$ cat src/rtl/ap_ctrl_txn_tracker_if.sv
// Observed ap_ctrl_hs handshake plus the outgoing transaction-record stream.
// Record stream: a record transfers on a rising edge where rec_valid & rec_ready;
// while rec_valid=1 and rec_ready=0 every rec_* field holds steady.
interface ap_ctrl_txn_tracker_if #(
  parameter int TS_W = 32
);
  logic            mon_ap_start;
  logic            mon_ap_ready;
  logic            mon_ap_done;
  logic            rec_valid;
  logic            rec_ready;
  logic [15:0]     rec_id;
  logic [TS_W-1:0] rec_start_ts;
  logic [TS_W-1:0] rec_done_ts;
  logic [TS_W-1:0] rec_latency;
  logic [TS_W-1:0] rec_interval;

  modport master (
    input  mon_ap_start, mon_ap_ready, mon_ap_done, rec_ready,
    output rec_valid, rec_id, rec_start_ts, rec_done_ts, rec_latency, rec_interval
  );

  modport slave (
    output mon_ap_start, mon_ap_ready, mon_ap_done, rec_ready,
    input  rec_valid, rec_id, rec_start_ts, rec_done_ts, rec_latency, rec_interval
  );
endinterface

$ cat src/rtl/ap_ctrl_txn_tracker.sv
// Passive tracker for one HLS block's ap_ctrl_hs handshake: pairs each accepted
// start with its ap_done and streams out {id, start_ts, done_ts, latency, interval}.
module ap_ctrl_txn_tracker #(
  parameter int TS_W    = 32,
  parameter int PEND_AW = 3,
  parameter int REC_AW  = 2
) (
  input  logic                 ap_clk,
  input  logic                 ap_rst_n,
  input  logic                 enable,
  input  logic                 finish,
  ap_ctrl_txn_tracker_if.master trk,
  output logic [PEND_AW:0]     outstanding,
  output logic                 err_pend_ovf,
  output logic                 err_orphan_done,
  output logic                 err_rec_ovf,
  output logic [15:0]          drop_cnt,
  output logic                 drained,
  output logic [1:0]           dbg_state
);

  localparam int PCW = PEND_AW + 1;
  localparam int RCW = REC_AW + 1;
  localparam logic [PEND_AW:0] PEND_FULL = PCW'(2 ** PEND_AW);
  localparam logic [REC_AW:0]  REC_FULL  = RCW'(2 ** REC_AW);

  typedef enum logic [1:0] {IDLE = 2'd0, RUN = 2'd1, DRAIN = 2'd2, DONE = 2'd3} state_t;

  typedef struct packed {
    logic [15:0]     id;
    logic [TS_W-1:0] start_ts;
    logic [TS_W-1:0] interval;
  } pend_t;

  typedef struct packed {
    logic [15:0]     id;
    logic [TS_W-1:0] start_ts;
    logic [TS_W-1:0] done_ts;
    logic [TS_W-1:0] latency;
    logic [TS_W-1:0] interval;
  } rec_t;

  // Assert asynchronously, release synchronously two edges after ap_rst_n rises.
  logic [1:0] rst_sync;
  logic       rst_n;

  always_ff @(posedge ap_clk or negedge ap_rst_n) begin
    if (!ap_rst_n) rst_sync <= 2'b00;
    else           rst_sync <= {rst_sync[0], 1'b1};
  end
  assign rst_n = rst_sync[1];

  state_t            state, state_nxt;
  logic [TS_W-1:0]   cyc, last_start;
  logic              have_start;
  logic [15:0]       id_cnt;

  pend_t             pend_mem [2**PEND_AW];
  logic [PEND_AW-1:0] pend_wp, pend_rp;
  logic [PEND_AW:0]  pend_cnt;

  rec_t              rec_mem [2**REC_AW];
  logic [REC_AW-1:0] rec_wp, rec_rp;
  logic [REC_AW:0]   rec_cnt;

  logic accept, done_ev, pend_empty, pend_full, bypass;
  logic pend_push, pend_pop, pend_ovf, orphan;
  logic rec_push, rec_pop, rec_full, rec_wr, rec_drop, rec_valid_i;
  pend_t new_entry, src;
  rec_t  rec_new, rec_head;

  always_comb begin
    state_nxt = state;
    case (state)
      IDLE:    if (enable) state_nxt = RUN;
      RUN:     if (finish) state_nxt = DRAIN;
      DRAIN:   if (rec_cnt == '0) state_nxt = DONE;
      default: state_nxt = DONE;
    endcase
  end

  always_comb begin
    accept     = (state == RUN) & trk.mon_ap_start & trk.mon_ap_ready;
    done_ev    = ((state == RUN) | (state == DRAIN)) & trk.mon_ap_done;
    pend_empty = (pend_cnt == '0);
    pend_full  = (pend_cnt == PEND_FULL);
    // With nothing pending, a same-cycle accept is its own completion.
    bypass     = accept & done_ev & pend_empty;
    pend_pop   = done_ev & ~pend_empty;
    pend_push  = accept & ~bypass & (~pend_full | pend_pop);
    pend_ovf   = accept & pend_full & ~pend_pop;
    orphan     = done_ev & pend_empty & ~accept;

    new_entry          = '0;
    new_entry.id       = id_cnt;
    new_entry.start_ts = cyc;
    new_entry.interval = have_start ? (cyc - last_start) : '0;
    src                = bypass ? new_entry : pend_mem[pend_rp];

    rec_new          = '0;
    rec_new.id       = src.id;
    rec_new.start_ts = src.start_ts;
    rec_new.done_ts  = cyc;
    rec_new.latency  = cyc - src.start_ts;
    rec_new.interval = src.interval;

    rec_valid_i = (rec_cnt != '0);
    rec_head    = rec_mem[rec_rp];
    rec_push    = pend_pop | bypass;
    rec_pop     = rec_valid_i & trk.rec_ready;
    rec_full    = (rec_cnt == REC_FULL);
    rec_wr      = rec_push & (~rec_full | rec_pop);
    rec_drop    = rec_push & rec_full & ~rec_pop;
  end

  always_ff @(posedge ap_clk) begin
    if (pend_push) pend_mem[pend_wp] <= new_entry;
    if (rec_wr)    rec_mem[rec_wp]   <= rec_new;
  end

  always_ff @(posedge ap_clk or negedge rst_n) begin
    if (!rst_n) begin
      state           <= IDLE;
      cyc             <= '0;
      last_start      <= '0;
      have_start      <= 1'b0;
      id_cnt          <= '0;
      pend_wp         <= '0;
      pend_rp         <= '0;
      pend_cnt        <= '0;
      rec_wp          <= '0;
      rec_rp          <= '0;
      rec_cnt         <= '0;
      err_pend_ovf    <= 1'b0;
      err_orphan_done <= 1'b0;
      err_rec_ovf     <= 1'b0;
      drop_cnt        <= '0;
      drained         <= 1'b0;
    end else begin
      state <= state_nxt;
      if ((state == RUN) || (state == DRAIN)) cyc <= cyc + TS_W'(1);
      // Dropped accepts still consume an id and move the interval reference.
      if (accept) begin
        last_start <= cyc;
        have_start <= 1'b1;
        id_cnt     <= id_cnt + 16'd1;
      end
      if (pend_push) pend_wp <= pend_wp + PEND_AW'(1);
      if (pend_pop)  pend_rp <= pend_rp + PEND_AW'(1);
      pend_cnt <= pend_cnt + PCW'(pend_push) - PCW'(pend_pop);
      if (rec_wr)  rec_wp <= rec_wp + REC_AW'(1);
      if (rec_pop) rec_rp <= rec_rp + REC_AW'(1);
      rec_cnt <= rec_cnt + RCW'(rec_wr) - RCW'(rec_pop);
      if (pend_ovf) err_pend_ovf    <= 1'b1;
      if (orphan)   err_orphan_done <= 1'b1;
      if (rec_drop) begin
        err_rec_ovf <= 1'b1;
        if (drop_cnt != 16'hFFFF) drop_cnt <= drop_cnt + 16'd1;
      end
      drained <= (state == DONE);
    end
  end

  assign outstanding      = pend_cnt;
  assign dbg_state        = state;
  assign trk.rec_valid    = rec_valid_i;
  assign trk.rec_id       = rec_valid_i ? rec_head.id       : '0;
  assign trk.rec_start_ts = rec_valid_i ? rec_head.start_ts : '0;
  assign trk.rec_done_ts  = rec_valid_i ? rec_head.done_ts  : '0;
  assign trk.rec_latency  = rec_valid_i ? rec_head.latency  : '0;
  assign trk.rec_interval = rec_valid_i ? rec_head.interval : '0;

endmodule

$ cat src/flat_wrapper.sv
// flat-port wrapper written by rule: the top's interface ports become plain ports
module ap_ctrl_txn_tracker_flat 
#(
  parameter int TS_W    = 32,
  parameter int PEND_AW = 3,
  parameter int REC_AW  = 2
)
  (ap_clk, ap_rst_n, enable, finish, outstanding, err_pend_ovf, err_orphan_done, err_rec_ovf, drop_cnt, drained, dbg_state, trk_mon_ap_start, trk_mon_ap_ready, trk_mon_ap_done, trk_rec_ready, trk_rec_valid, trk_rec_id, trk_rec_start_ts, trk_rec_done_ts, trk_rec_latency, trk_rec_interval);
  ap_ctrl_txn_tracker_if #(.TS_W(TS_W)) trk_i ();
  input  logic ap_clk;
  input  logic ap_rst_n;
  input  logic enable;
  input  logic finish;
  output logic [PEND_AW:0] outstanding;
  output logic err_pend_ovf;
  output logic err_orphan_done;
  output logic err_rec_ovf;
  output logic [15:0] drop_cnt;
  output logic drained;
  output logic [1:0] dbg_state;
  input wire logic [$bits(trk_i.mon_ap_start)-1:0] trk_mon_ap_start;
  input wire logic [$bits(trk_i.mon_ap_ready)-1:0] trk_mon_ap_ready;
  input wire logic [$bits(trk_i.mon_ap_done)-1:0] trk_mon_ap_done;
  input wire logic [$bits(trk_i.rec_ready)-1:0] trk_rec_ready;
  output wire logic [$bits(trk_i.rec_valid)-1:0] trk_rec_valid;
  output wire logic [$bits(trk_i.rec_id)-1:0] trk_rec_id;
  output wire logic [$bits(trk_i.rec_start_ts)-1:0] trk_rec_start_ts;
  output wire logic [$bits(trk_i.rec_done_ts)-1:0] trk_rec_done_ts;
  output wire logic [$bits(trk_i.rec_latency)-1:0] trk_rec_latency;
  output wire logic [$bits(trk_i.rec_interval)-1:0] trk_rec_interval;
  assign trk_i.mon_ap_start = trk_mon_ap_start;
  assign trk_i.mon_ap_ready = trk_mon_ap_ready;
  assign trk_i.mon_ap_done = trk_mon_ap_done;
  assign trk_i.rec_ready = trk_rec_ready;
  assign trk_rec_valid = trk_i.rec_valid;
  assign trk_rec_id = trk_i.rec_id;
  assign trk_rec_start_ts = trk_i.rec_start_ts;
  assign trk_rec_done_ts = trk_i.rec_done_ts;
  assign trk_rec_latency = trk_i.rec_latency;
  assign trk_rec_interval = trk_i.rec_interval;
  ap_ctrl_txn_tracker #(.TS_W(TS_W), .PEND_AW(PEND_AW), .REC_AW(REC_AW)) u_core (.ap_clk(ap_clk), .ap_rst_n(ap_rst_n), .enable(enable), .finish(finish), .trk(trk_i), .outstanding(outstanding), .err_pend_ovf(err_pend_ovf), .err_orphan_done(err_orphan_done), .err_rec_ovf(err_rec_ovf), .drop_cnt(drop_cnt), .drained(drained), .dbg_state(dbg_state));
endmodule
$ cat config.mk
export PLATFORM = sky130hd
export DESIGN_NAME = ap_ctrl_txn_tracker_flat
export DESIGN_NICKNAME = d
export VERILOG_FILES = /design/src/rtl/ap_ctrl_txn_tracker_if.sv /design/src/rtl/ap_ctrl_txn_tracker.sv /design/src/flat_wrapper.sv
export SDC_FILE = /design/constraint.sdc
export NUM_CORES = 2
export LEC_CHECK = 0
export ABC_AREA = 1
export BUFFER_PORTS_ARGS = -buffer_cell sky130_fd_sc_hd__buf_4
export CORE_ASPECT_RATIO = 0.7
export CORE_MARGIN = 2
export CORE_UTILIZATION = 45
export CTS_BUF_LIST = sky130_fd_sc_hd__clkbuf_8
export DETAILED_ROUTE_END_ITERATION = 10
export GPL_TIMING_DRIVEN = 0
export PLACE_DENSITY = 0.66
export SLEW_MARGIN = 5
export SYNTH_ARGS = -nofsm -noshare
export SYNTH_HDL_FRONTEND = slang
export SYNTH_SLANG_ARGS = --single-unit
$ cat constraint.sdc
create_clock -name ap_clk -period 3.5 [get_ports ap_clk]
set_clock_uncertainty 0.2 [all_clocks]
set_input_delay 0.525 -clock ap_clk [delete_from_list [all_inputs] [get_ports ap_clk]]
set_output_delay 0.525 -clock ap_clk [all_outputs]
set_load 0.1 [all_outputs]
# [Word level (Yosys, flattened, before mapping)]
# Memory sizes are Yosys's and may differ from the RTL's.
# Index checks and enable logic that the tools add are counted.
[totals] romBits=0 register_bits=122 ram_bits=1216 latchBits=0 wordCells=90 inputBits=8 output_inout_bits=171 memories=2
[memory_table] memory="u_core.pend_mem" depth=8 word_bits=80 read_ports=1 rd_ports_with_merged_regs=0 write_ports=1 line="ap_ctrl_txn_tracker.sv:58" rtl="pend_t pend_mem [2**PEND_AW];"
[memory_table] memory="u_core.rec_mem" depth=4 word_bits=144 read_ports=1 rd_ports_with_merged_regs=0 write_ports=1 line="ap_ctrl_txn_tracker.sv:62" rtl="rec_t rec_mem [2**REC_AW];"
[classes] eq_ne=9 div_mod_pow=0 mul=0 muxes=15 n_lt_le_gt_ge=0 n_bitwise=27 n_addsub=13 shifts=0 reduce_logical=7
[op_table] cell="two-way mux 32 bit" n=5
[op_table] cell="two-way mux 80 bit" n=1
[op_table] cell="subtractor 32 bit" n=2
[op_table] cell="adder 16 x 1 -> 16 bit, second input constant" n=2
[op_table] cell="adder 32 x 1 -> 32 bit, second input constant" n=1
[op_table] cell="bitwise AND 1 bit" n=16
[op_table] cell="two-way mux 16 bit" n=1
[op_table] cell="inequality test 16 bit, second input constant" n=1
[op_table] cell="NOT 1 bit" n=7
[op_table] cell="adder 3 x 1 -> 3 bit, second input constant" n=2
[op_table] cell="two-way mux 2 bit" n=3
[op_table] cell="case mux 2 bit (3 select lines)" n=1
[op_table] cell="adder 2 x 1 -> 2 bit, second input constant" n=2
[op_table] cell="adder 4 x 1 -> 4 bit" n=1
[op_table] cell="equality test 2 bit, second input constant" n=2
[op_table] cell="equality test 4 bit, second input constant" n=1
[op_table] cell="logical NOT 4 bit" n=1
[op_table] cell="two-way mux 1 bit" n=4
[op_table] cell="inequality test 2 bit, second input constant" n=2
[op_table] cell="OR 1 bit" n=4
[op_table] cell="subtractor 4 x 1 -> 4 bit" n=1
[op_table] cell="adder 3 x 1 -> 3 bit" n=1
[op_table] cell="equality test 3 bit, second input constant" n=1
[op_table] cell="logical NOT 3 bit" n=1
[op_table] cell="8 further kinds" n=8

# [Logic depth before layout (Yosys ltp)]
[depth] depth_word=10 mapped_depth=25 ltp_nobuf=21

# [Worst setup path after synthesis]
# No wires, ideal clock.
[synth_path] kind="register -> register" startpoint="register u_core.state[0] (netlist: u_core.dbg_state[0])" endpoint="memory u_core.rec_mem[0][0] (netlist bit) (enable)" arrival_ps=8432 required_ps=2651 synth_period_minus_slack_ps=9282 path_buffers=1 slack_ps=-5782 setup_time_ps=649 path_stages_with_launch=10 path_cell_list="dfrtp_1 -> inv_1 -> ha_1 -> buf_4 -> nand2_4 -> nor3_4 -> nor2_1 -> nor2_1 -> inv_1 -> nor2_1"
[synth_between] elab_chain_len=9 elab_cells_between_ends=13 classes_between="eq/ne: 2; mux: 2; bitwise: 9"
[synth_lines] item="from (decl)" line="ap_ctrl_txn_tracker.sv:53" rtl="state_t state, state_nxt;"
[synth_lines] item="from (signal assigned)" line="ap_ctrl_txn_tracker.sv:140" rtl="state <= state_nxt;"
[synth_lines] item="equality test 2 x 1 -> 1 bit or equality test 2 bit (tied branches)" line="ap_ctrl_txn_tracker.sv:83, ap_ctrl_txn_tracker.sv:84"
[synth_lines] item="bitwise AND 1 bit or OR 1 bit (tied branches)" line="ap_ctrl_txn_tracker.sv:83, ap_ctrl_txn_tracker.sv:84"
[synth_lines] item="bitwise AND 1 bit, on equally long branches" line="ap_ctrl_txn_tracker.sv:83, ap_ctrl_txn_tracker.sv:84"
[synth_lines] item="bitwise AND 1 bit (2 in series)" line="ap_ctrl_txn_tracker.sv:88" rtl="bypass = accept & done_ev & pend_empty;"
[synth_lines] item="OR 1 bit *" line="ap_ctrl_txn_tracker.sv:109" rtl="rec_push = pend_pop | bypass;"
[synth_lines] item="bitwise AND 1 bit *" line="ap_ctrl_txn_tracker.sv:112" rtl="rec_wr = rec_push & (~rec_full | rec_pop);"
[synth_lines] item="net u_core.rec_wr" line="ap_ctrl_txn_tracker.sv:68" rtl="logic rec_push, rec_pop, rec_full, rec_wr, rec_drop, rec_valid_i;"
[synth_lines] item="two-way mux 1 bit *" line="ap_ctrl_txn_tracker.sv:118" rtl="if (rec_wr) rec_mem[rec_wp] <= rec_new;"
[synth_lines] item="two-way mux 1 bit (implied by the code) *" line="ap_ctrl_txn_tracker.sv:118"
[synth_lines] item="to (decl)" line="ap_ctrl_txn_tracker.sv:62"
# The timed path passes the listed nets; every way through them passes the cells marked *.

==> flow_summary.ini <==
[status]
status = finished, violations left
violations = setup timing

[sta]
finalSetupViolCount = 196
fin_crit_ns = 4.244
rsz0062_at_grt = yes
period_share_pct = 121.3
setup_ws_ns = -0.7445
maxSlewHeadroom_pct = 18.38
final_max_slew_viol_count = 0
worst_pin_slew_ns = 1.224
hold_ws_ns = 0.005869
hold_viol = 0
fmax_ghz = 0.2356

[global_route]
grt_overflow_total = 0
grt_use_total_pct = 28.39
grt_pass1_wl_mm = 268.0
antenna_found_initial = 11
grt_pass1_vias = 39290
grt_max_degree = 65

[placed_design]
pre_cts_slack_ns = -2.835
gp_congestion = 0.9764
io_buffers = 178
hpwl_mm = 126.5
placed_cells = 6842

[final_layout]
drive_gt1_share_pct = 24.41
area_delta_synth_final_pct = 27.48
fillers = 9946
final_cells = 7439
regArea_sq_mm = 0.03966
multi_input_area_sq_mm = 0.01786
finish.utilization_pct = 57.62
layout.nets = 5685

[clock_tree]
clkLatencyLatePin_ns = 0.96
cts_root_buffer = clkbuf_8
h-tree-depth = 4
cts.sinks = 1338
cts_tree = built
numCtsBuffers = 202
cts_buffer_depth = 3
clkTransAtPathRegs_ns = 0.07

[floorplan]
die_y_um = 301.5
core_sq_mm = 0.1259
die_x_um = 429.0
rows = 109
die_area_sq_mm = 0.1294
boundaryPins = 179
start_util_pct = 45.20

[detailed_routing]
num_vias = 43220
drt_first_pass_iters = 6
wl_per_cell_um = 26.00
wl_mm = 193.4
drc = 0
vias_per_cell = 5.810
detail-route-antenna-nets = 0
drtIter0Drc = 6011

[worst_setup_path]
path_class = reg2reg
worstPathArrival_ns = 4.70
cp-end-kind = flip-flop
worstSetupStartpointType = flip-flop
reg2regPathDepth = 20
critPathRequiredTime_ns = 3.96
critPathMaxFanout = 7

[synthesis]
synth_ff_type = edfxtp_1
synth_cells = 4938
ys_ff_latch = 1338
ys_warn_count = 0
ys_async_sr_fraction_pct = 9.118
synthesis.area_sq_mm = 0.05690
ys_seq_area_share_pct = 69.54
synth_edf_count = 1216
yosysUniqueCellTypes = 54
syn_nets = 5027
synth.avg_cell_area_sq_um = 11.52

[min_path]
worstHoldPathType = reg2async

[flow_run]
cap_violations = 0
==> critical path, cell delays in order, from the launching register on <==
cell and delay, ns:
dfrtp_1 0.39, buf_6 0.15, buf_12 0.15, buf_12 0.14, clkbuf_16 0.16, o21ai_4 0.12, o22ai_2 0.10, o211ai_1 0.59
o21ai_2 0.22, inv_2 0.12, ha_4 0.21, a21o_1 0.20, a31oi_1 0.18, nand2_2 0.11, nand4_1 0.18, nand2_2 0.13
buf_6 0.14, nand4_1 0.16, nand3_1 0.11, nand2_1 0.11, nand2_2 0.07
==> synth_stat cells (10+ instances only) <==
| library cell | number | area (sq um) |
|---|---|---|
| nand2_2 | 11 | 68.82 |
| nand2_1 | 438 | 1644 |
| o21a_1 | 13 | 97.59 |
| buf_2 | 19 | 95.09 |
| xnor2_1 | 24 | 210.2 |
| o211ai_1 | 21 | 157.7 |
| nor2_1 | 1030 | 3866 |
| nand4_1 | 35 | 219.0 |
| inv_2 | 10 | 37.54 |
| o21ai_0 | 738 | 3694 |
| dfrtp_1 | 122 | 3053 |
| o221ai_1 | 49 | 429.2 |
| nand3_1 | 122 | 610.6 |
| edfxtp_1 | 1216 | 36520 |
| buf_1 | 28 | 105.1 |
| xor2_1 | 66 | 578.1 |
| o22ai_1 | 102 | 638.1 |
| nor3_1 | 24 | 120.1 |
| inv_1 | 243 | 912.1 |
| a21oi_1 | 240 | 1201 |
| clkbuf_1 | 204 | 765.7 |
| ha_1 | 77 | 963.4 |
==> layout make-up <==
cell class,count,share of cell area [%]
clock buffers,215,4.079
diodes,10,0.03450
repair buffers,458,8.181
inverters,258,1.402
clock inverters,157,1.099
plain buffers,256,3.031
well taps,1665,2.872
flip-flops and latches,1338,54.67
multi-input cells,3082,24.63
==> worst paths after layout <==
check,end,slack [ns],start
min in group ap_clk,u_core.rst_sync[1],0.15,u_core.rst_sync[0]
min,u_core.id_cnt[3],0.006,u_core.rst_sync[1]
max reg2reg,u_core.rec_mem[3][58],-0.74,u_core.pend_rp[0]
max in group asynchronous,u_core.cyc[6],2.41,u_core.rst_sync[1]
max,u_core.rec_mem[3][58],-0.74,u_core.pend_rp[0]
min reg2reg,u_core.id_cnt[3],0.006,u_core.rst_sync[1]
==> cell usage in the layout, fill, tap and decap left out, drive strengths merged, types with 21 or more instances in the layout <==
master | synthesis | routed
nor3 | 27 | 27
buf | 58 | 509
inv | 254 | 335
dfrtp | 122 | 122
o21ai | 741 | 741
xor2 | 66 | 66
o221ai | 49 | 49
nor2 | 1047 | 1049
clkbuf | 204 | 410
nand3 | 132 | 132
clkinv | 4 | 70
a21oi | 240 | 240
edfxtp | 1216 | 1216
o22ai | 102 | 102
o211ai | 21 | 21
nand2 | 451 | 451
ha | 77 | 77
xnor2 | 24 | 24
nand4 | 37 | 37
==> state kept, by name, indices dropped and copies added (netlist names), 3 cells and up <==
name                cells
u_core.cyc             32
u_core.drop_cnt        16
u_core.id_cnt          16
u_core.last_start      32
u_core.outstanding      4
u_core.pend_mem       640
u_core.pend_rp          3
u_core.pend_wp          3
u_core.rec_cnt          3
u_core.rec_mem        576
==> metrics by stage <==
stage,instance area [sq um],setup TNS [ns]
floorplan,57070,-1065.64
CTS,68960,-161.64
global placement,60490,-3726.60
detailed placement,61820,-837.34
finish,72540,-54.75
global route,72520,-71.06
==> routing by layer <==
metal  GRT usage [%]  vias to the layer above  wire, um
met2           39.96                     2787     81020
li1                -                    18920         -
met5               0                        -       138
met1           42.46                    21180     79610
met3           8.177                      334     27570
met4           8.455                        8      5098
==> logic make-up (layout without fill, tap and decap cells) <==
group	Yosys count	in the layout	synth area share, %
AO/OA/AOI/OAI	1192	1192	11.31
XOR/XNOR	90	90	1.385
adder cells (fa/ha/maj)	81	81	1.834
buffers and inverters	520	1344	3.584
flip-flops	1338	1338	69.54
other	1	11	0.006590
AND/OR/NAND/NOR	1716	1718	12.34
==> what timing repair did <==
item / 4_1_cts / 5_1_grt
setup buffers: 92 / 109
endpoints found under the setup margin: 1548 / 1166
hold buffers: 8 / 0
cloned: 8 / 18
pin swaps: 71 / 186
resized for setup: 706 / 816
hold endpoints to repair: 19 / 0
Power is left out: the tool's default activity adds up to more than one toggle a clock period on the data nets, which glitch-free logic cannot reach.
